--- src/rtl/per_clk_pkg.sv ---
// Shared types for the per-peripheral kernel clock request controller:
// FSM state encodings, debug state width and a width helper.
package per_clk_pkg;

  localparam int REQ_STATE_W = 3;

  typedef enum logic [REQ_STATE_W-1:0] {
    IDLE   = 3'd0,
    REQ    = 3'd1,
    ACTIVE = 3'd2,
    HOLD   = 3'd3,
    ERR    = 3'd4
  } per_clk_state_e;

  // clog2 clamped to at least one bit so degenerate parameters still give legal vectors
  function automatic int clog2_min1(input int value);
    return (value > 1) ? $clog2(value) : 1;
  endfunction

endpackage

--- src/rtl/sync_2ff.sv ---
// Two-flop synchronizer bringing an asynchronous level into the i_clk domain.
module sync_2ff (
  input  logic i_clk,
  input  logic sys_rst,
  input  logic d,
  output logic q
);

  logic meta_reg;
  logic sync_reg;

  always_ff @(posedge i_clk) begin
    if (sys_rst) begin
      meta_reg <= 1'b0;
      sync_reg <= 1'b0;
    end else begin
      meta_reg <= d;
      sync_reg <= meta_reg;
    end
  end

  assign q = sync_reg;

endmodule

--- src/rtl/per_ker_clk_req_ctrl.sv ---
// Kernel clock request FSM: requests the kernel clock on activity, holds it for an idle
// window, and optionally watches for a missing acknowledge (macro PER_KER_REQ_TIMEOUT_EN).
module per_ker_clk_req_ctrl
  import per_clk_pkg::*;
#(
  parameter int KER_CLK_SRC_NUM = 5,
  parameter int HOLD_CYCLES     = 16,
  parameter int ACK_TIMEOUT     = 256
) (
  input  logic                                   i_clk,
  input  logic                                   sys_rst,
  input  logic                                   d3_deepsleep,
  input  logic                                   wakeup_evt,
  input  logic                                   xfer_busy,
  input  logic                                   ker_clk_present,
  input  logic [clog2_min1(KER_CLK_SRC_NUM)-1:0] ker_clk_sel,
  output logic                                   per_ker_clk_req,
  output logic                                   ker_clk_rdy,
  output logic                                   req_timeout_err,
  output logic [REQ_STATE_W-1:0]                 req_state
);

  localparam int HOLD_W = clog2_min1(HOLD_CYCLES);
  localparam logic [HOLD_W-1:0] HOLD_LOAD = HOLD_W'(HOLD_CYCLES - 1);

  per_clk_state_e    state_reg, state_next;
  logic [HOLD_W-1:0] hold_cnt_reg, hold_cnt_next;
  logic              req_reg, req_next;
  logic              rdy_reg, rdy_next;
  logic              ack;

  sync_2ff u_sync_ack (
    .i_clk   (i_clk),
    .sys_rst (sys_rst),
    .d       (ker_clk_present),
    .q       (ack)
  );

  // The request is already low in IDLE, so deep sleep does not alter behaviour, and the
  // source select is deliberately not re-handshaked while the request is up.
  logic unused_inputs;
  assign unused_inputs = ^{d3_deepsleep, ker_clk_sel};

`ifdef PER_KER_REQ_TIMEOUT_EN
  localparam int WD_W = clog2_min1(ACK_TIMEOUT);
  localparam logic [WD_W-1:0] WD_LAST = WD_W'(ACK_TIMEOUT - 1);

  logic [WD_W-1:0] wd_cnt_reg, wd_cnt_next;
  logic            err_reg, err_next;
`else
  logic unused_cfg;
  assign unused_cfg = ^ACK_TIMEOUT;
`endif

  always_comb begin
    state_next    = state_reg;
    hold_cnt_next = '0;
`ifdef PER_KER_REQ_TIMEOUT_EN
    wd_cnt_next   = '0;
    err_next      = err_reg;
`endif
    case (state_reg)
      IDLE: begin
        if (wakeup_evt || xfer_busy) state_next = REQ;
      end
      REQ: begin
        if (ack) begin
          state_next = ACTIVE;
        end
`ifdef PER_KER_REQ_TIMEOUT_EN
        else if (wd_cnt_reg == WD_LAST) begin
          state_next = ERR;
          err_next   = 1'b1;
        end else begin
          wd_cnt_next = wd_cnt_reg + 1'b1;
        end
`endif
      end
      ACTIVE: begin
        if (!ack) begin
          state_next = REQ;
        end else if (!xfer_busy && !wakeup_evt) begin
          state_next    = HOLD;
          hold_cnt_next = HOLD_LOAD;
        end
      end
      HOLD: begin
        // Clock loss outranks everything; activity outranks expiry of the hold window.
        if (!ack) begin
          state_next = REQ;
        end else if (wakeup_evt || xfer_busy) begin
          state_next = ACTIVE;
        end else if (hold_cnt_reg == '0) begin
          state_next = IDLE;
        end else begin
          hold_cnt_next = hold_cnt_reg - 1'b1;
        end
      end
      ERR: begin
        if (wakeup_evt) state_next = IDLE;
      end
      default: state_next = IDLE;
    endcase

    req_next = (state_next == REQ) || (state_next == ACTIVE) || (state_next == HOLD);
    rdy_next = (state_next == ACTIVE) || (state_next == HOLD);
  end

  always_ff @(posedge i_clk) begin
    if (sys_rst) begin
      state_reg    <= IDLE;
      hold_cnt_reg <= '0;
      req_reg      <= 1'b0;
      rdy_reg      <= 1'b0;
    end else begin
      state_reg    <= state_next;
      hold_cnt_reg <= hold_cnt_next;
      req_reg      <= req_next;
      rdy_reg      <= rdy_next;
    end
  end

`ifdef PER_KER_REQ_TIMEOUT_EN
  always_ff @(posedge i_clk) begin
    if (sys_rst) begin
      wd_cnt_reg <= '0;
      err_reg    <= 1'b0;
    end else begin
      wd_cnt_reg <= wd_cnt_next;
      err_reg    <= err_next;
    end
  end

  assign req_timeout_err = err_reg;
`else
  assign req_timeout_err = 1'b0;
`endif

  assign per_ker_clk_req = req_reg;
  assign ker_clk_rdy     = rdy_reg;
  assign req_state       = state_reg;

endmodule

--- config.mk ---
export PLATFORM = sky130hd
export DESIGN_NAME = per_ker_clk_req_ctrl
export DESIGN_NICKNAME = d
export VERILOG_FILES = /design/src/rtl/per_clk_pkg.sv /design/src/rtl/sync_2ff.sv /design/src/rtl/per_ker_clk_req_ctrl.sv
export SDC_FILE = /design/constraint.sdc
export NUM_CORES = 1
export LEC_CHECK = 0
export ABC_AREA = 0
export ABC_CLOCK_PERIOD_IN_PS = 1700
export CAP_MARGIN = 40
export CORE_AREA = 2 2 39 41
export DETAILED_ROUTE_END_ITERATION = 8
export DIE_AREA = 0 0 41 43
export MAX_ROUTING_LAYER = met4
export PLACE_DENSITY_LB_ADDON = 0.15
export SLEW_MARGIN = 15
export SYNTH_ARGS = -nofsm -noshare
export SYNTH_HDL_FRONTEND = slang
export SYNTH_SLANG_ARGS = --single-unit
export TNS_END_PERCENT = 100
--- constraint.sdc ---
create_clock -name i_clk -period 1.7 [get_ports i_clk]
set_input_delay 0.255 -clock i_clk [delete_from_list [all_inputs] [get_ports i_clk]]
set_output_delay 0.255 -clock i_clk [all_outputs]
set_load 0.005 [all_outputs]
; ---- Word level (Yosys, flattened, before mapping)
; Index checks and enable logic that the tools add are counted.
; W data, S select, Z words.
[totals]
ff_bits = 11
inputBits = 9
[op_classes]
addsub = 1
eq_ne = 7
mux = 15
reduce_logical = 9
[ops]
columns = cell, count
row1 = $mux W3, 8
row2 = $mux W4, 5
row3 = $pmux W3 S5, 1
row4 = $eq A3 B2 Y1 const B, 4
row5 = $pmux W4 S2, 1
row6 = $eq A3 B1 Y1 const B, 2
row7 = $logic_not A4 Y1, 1
row8 = $logic_or A1 B1 Y1, 4
row9 = $sub A4 B1 Y4 const B, 1
row10 = $eq A3 B3 Y1 const B, 1
row11 = $logic_not A3 Y1, 1
row12 = $logic_not A1 Y1, 2
row13 = $logic_and A1 B1 Y1, 1

; ---- Depth between registers and ports, before layout
[depth]
word_depth = 8
depth_mapped = 6

; ---- Cells and area by module
; A second synthesis with hierarchy kept.
[unflattened]
cells_unflattened = 53
area_unflattened_um2 = 499.2
[modules_own_cells]
columns = module, n_inst, cells_each, area_each_um2, seq_area_each_um2
row1 = per_ker_clk_req_ctrl, 1, 49, 446.7, 180.2
row2 = sync_2ff, 1, 4, 52.6, 40.0

; ---- Worst setup path after synthesis
; Ideal clock, no wire load.
[synth_timing]
path_kind = reg2reg
startpoint = register hold_cnt_reg[0]
endpoint = register rdy_reg (netlist: ker_clk_rdy)
setup_time_ns = 0.137
t_arrival_ns = 1.252
required_time_ns = 1.563
slack_ns = 0.311
stages_incl_launch_ff = 7
path_buffers = 1
synth_period_minus_slack_ns = 1.389
cell_sequence = dfxtp_1 > inv_1 > ha_1 > or3b_1 > buf_2 > a22oi_2 > a2111oi_2
[synth_via]
elab_chain_cells = 7
word_cells_on_any_way = 8
classes_between = eq/ne (2) / mux (4) / reduce/logical (2)
[synth_rtl]
columns = item, line
row1 = start: declaration, per_ker_clk_req_ctrl.sv:27  ; logic [HOLD_W-1:0] hold_cnt_reg, hold_cnt_next;
row2 = start signal: assignment, per_ker_clk_req_ctrl.sv:117  ; hold_cnt_reg <= hold_cnt_next;
row3 = $logic_not A4 Y1 (*), per_ker_clk_req_ctrl.sv:93  ; end else if (hold_cnt_reg == '0) begin
row4 = $mux W3 (*), per_ker_clk_req_ctrl.sv:93
row5 = $mux W3 (*), per_ker_clk_req_ctrl.sv:91  ; end else if (wakeup_evt || xfer_busy) begin
row6 = $mux W3 (*), per_ker_clk_req_ctrl.sv:89  ; if (!ack) begin
row7 = $pmux W3 S5 (*), per_ker_clk_req_ctrl.sv:62  ; case (state_reg)
row8 = $eq A3 B2 Y1, per_ker_clk_req_ctrl.sv:106  ; rdy_next = (state_next == ACTIVE) || (state_next == HOLD);
row9 = $logic_or A1 B1 Y1 (*), per_ker_clk_req_ctrl.sv:106
row10 = end signal: assignment, per_ker_clk_req_ctrl.sv:119  ; rdy_reg <= rdy_next;
row11 = end: declaration, per_ker_clk_req_ctrl.sv:29  ; logic rdy_reg, rdy_next;
; Every way passes the cells marked *; elsewhere a longest branch is shown, timed or not.
; A chain may end at the register's enable or synchronous reset.

; ---- Worst setup path after layout
[layout_timing]
startpoint = register state_reg[2] (netlist: req_state[2])
endpoint = output port req_state[2]
[layout_lines]
columns = item, line
row1 = start: declaration, per_ker_clk_req_ctrl.sv:26  ; per_clk_state_e state_reg, state_next;
row2 = start signal: assignment, per_ker_clk_req_ctrl.sv:116  ; state_reg <= state_next;
row3 = end: declaration, per_ker_clk_req_ctrl.sv:20  ; output logic [REQ_STATE_W-1:0] req_state
; No word-level cell between the ends.

==> impl_summary.txt <==
----------------------------------------------------
[Status]
  Status ... finished, final reports clean

[Final layout]
  Total inserted antenna cells ... 0
  Flip-flop count of the largest register, all copies and words added ... 4
  Fill cell instance count of the final layout ... 141
  # nets final ... 80
  Area grow syn2layout ... 23.18%
  Layout cell share with drive strength beyond 1 ... 0.1471

[Floorplan]
  Number of cell rows ... 14
  Area of the die ... 0.001763 mm²
  Area of the core ... 0.001384 mm²
  Starting density of the core ... 0.3978
  IO Count ... 15
  Die Ht ... 43 µm
  Horiz. Die Dim ... 41 µm

[Global routing]
  Residual overflow from global routing ... 0
  Wire length of the first global-routing pass ... 1925 µm
  Total GRT Usage ... 0.1632
  Antenna violations before repair ... 0
  Pin count of the biggest net entering global routing ... 11
  Number of global-route vias before repair ... approximately 450
  Met3 track demand over resource ... 0.03141
  Met2 demand-to-capacity share in global routing ... 0.2063
  GR Util met1 ... 0.2313
  Most Crowded Layer GR ... met1

[Place]
  HPWL after detailed placement ... 762.9 µm
  Number of I/O port buffers ... 9
  Routability-driven placement congestion ratio ... 0.6961

[Yosys]
  Synth warn ... 0
  Top-count cell post-synth ... sky130_fd_sc_hd__dfxtp_1
  Largest cells by area after synthesis ... sky130_fd_sc_hd__dfxtp_1 (40%), sky130_fd_sc_hd__a2111oi_2 (5.5%), sky130_fd_sc_hd__ha_1 (4.5%), sky130_fd_sc_hd__nand4_1 (4.5%), sky130_fd_sc_hd__a21oi_1 (3.6%)
  Fraction of the yosys area taken by sequential cells ... 0.4000
  Post-synthesis area per instance ... 9.658 µm²
  Register bit total from synthesis ... 11
  Top FF cell, synth ... sky130_fd_sc_hd__dfxtp_1
  Gate count of the mapped netlist ... 57
  Top cells by count, synth ... sky130_fd_sc_hd__dfxtp_1 (11), sky130_fd_sc_hd__a21oi_1 (4), sky130_fd_sc_hd__inv_1 (4), sky130_fd_sc_hd__nand4_1 (4), sky130_fd_sc_hd__nor2b_1 (3)
  EDFF count, synth ... 0
  Fraction of synthesized cell area taken by the top area cell type ... 0.4000
  Post-Syn Area ... roughly 550 µm²
  Distinct cell type count after synthesis ... 31
  Fraction of synthesis flops using an asynchronous set or reset pin ... 0
  Library cell occupying the most area in the post-synthesis netlist ... sky130_fd_sc_hd__dfxtp_1
  Post-synth net total ... 68

[Clocking]
  Clock tree root buffer cell ... sky130_fd_sc_hd__clkbuf_4
  CTS Hold Buffers Added ... 0
  CTS max path bufs ... 2
  Total clock buffers created by CTS ... 3
  Number of sinks on the clock net ... 11
  Clock edge transition at the registers on the reported setup and hold paths ... approximately 0.070 ns
  Maximum level of the CTS H-tree ... 1
  Resized cells post-CTS ... 0
  Post-CTS Setup Bufs ... 0
  Clock tree from TritonCTS ... done
  Clock latency at the later pin of the worst-skew pair ... around 0.27 ns

[Power and ir drop]
  Lkg Pwr ... roughly 0.23 nW
  Register share of total power ... 0.542
  Internal ... 382.5 µW
  Power density over the cells ... 738.9 mW/mm²
  Clock power share ... 0.358
  Maximum ir drop on the vdd rail ... approximately 0.00043 V
  Power share of the combinational group ... 0.100
  Switching portion of total power ... 0.2367
  Net switching power of the design ... 118.6 µW

[STA]
  Final clock period utilization by the worst path ... 0.9310
  Post-route setup TNS ... 0 ns
  WHS ... approximately 0.44 ns
  Worst-case clock skew ... around 0.0022 ns
  # setup viols final ... 0
  Final worst path period need ... 1.583 ns
  Final number of hold-violating endpoints ... 0
  RSZ-0062 raised after global routing ... false
  Number of pins with negative max-slew slack in the final report ... 0
  Highest Clock Rate ... 631.8 MHz

[Job]
  Number of max-cap violations ... 0

[Worst setup path]
  CP startpoint kind ... flop
  Cells traversed along the worst timing path ... clkdlybuf4s50_1
  Worst endpoint data arrival time ... ~1.3 ns
  Slowest stage cell, crit path ... sky130_fd_sc_hd__clkdlybuf4s50_1
  Top fanout value on the critical path ... 8
  Buf+Inv Stages, Crit Path ... 1
  Required time of the critical path ... 1.44 ns
  Delay contributed by the slowest stage of the critical path ... approximately 0.56 ns
  Kind of critical path ... reg2out
  Kind of cell adding the most delay to the critical path ... buffers and inverters
  Capturing element type of the critical path ... output port

[Worst hold path]
  Hold crit path type ... reg2reg

[Route]
  Ratio of routed vias to standard cells ... 5.524
  Count of nets left with antenna violations after detail routing ... 0
  First-pass DRT Iterations ... 3
  Overall via count from detail_route ... between 400 and 500
  WL/cell ... ~13 µm
  Wire length after detailed routing ... 1075 µm
  Initial DRC count ... 3
  Number of remaining DRC errors ... 0

----------------------------------------------------
[metal layers]
metal / share of wire / routed length [µm] / vias to the layer above
met2: 0.45 / 483 / 7
met3: 0.032 / 34 / 2
li1: - / - / 238
met4: 0.012 / 13 / 0
met5: 0 / 0 / -
met1: 0.51 / 544 / 217
[layout by cell type (no fill, tap or decap), drive strengths merged, types with 2 or more instances in the layout]
cell type	netlist	routed
a2111oi	2	2
a21oi	4	4
clkbuf	1	4
clkdlybuf4s50	0	9
dfxtp	11	11
ha	2	2
inv	4	4
nand2	2	2
nand4	4	4
nor2b	3	3
nor4	2	2
o211ai	2	2
[per-stage QoR]
stage	total power, mW	cell area, µm²	setup WS (ns)	utilization	instances
after detailed placement	0.3278	651.9	0.1318	0.4711	80
final	0.5011	678.2	0.1173	0.4901	84
after global routing	0.5256	678.2	0.03490	0.4901	84
after floorplan	0.3017	550.5	0.3111	-	57
after CTS	0.5111	678.2	0.09332	0.4901	84
after global placement	0.3276	651.9	0.1410	0.4711	80
[power groups by stage]
stage                     clock network, mW  logic, mW  registers (mW)
after floorplan                           0     0.0256           0.276
after global placement                    0     0.0501           0.277
after detailed placement                  0     0.0501           0.278
after CTS                             0.189     0.0503           0.272
after global routing                  0.196     0.0567           0.273
final                                 0.180     0.0500           0.272
[final timing paths]
kind                            slack, ns  cells after the start                start      endpoint
worst max register to register       0.19                      5      hold_cnt_reg[0]   ker_clk_rdy
worst max-delay path                 0.12                      1         req_state[2]  req_state[2]
worst min-delay path                 0.44                      1  u_sync_ack.meta_reg  u_sync_ack.q
worst min register to register       0.44                      1  u_sync_ack.meta_reg  u_sync_ack.q
[cell type report]
class                   instances  area [µm²]  area share
clock buffers                   4       26.28     0.03875
inverters                       4       15.01     0.02214
multi-input cells              39       299.0      0.4410
flip-flops and latches         11       220.2      0.3247
well taps                      16       20.02     0.02952
repair buffers                 10       97.59      0.1439
[cell families after synthesis]
logic type      after synthesis  share of synthesized area
flops                        11                     0.4000
other cells                   1                   0.006812
fa+ha+maj                     2                    0.04545
compound gates               13                     0.1954
simple gates                 22                     0.2795
xor+xnor                      1                    0.01591
buf+inv                       7                    0.05680
Power figures use the tool's default switching activity.
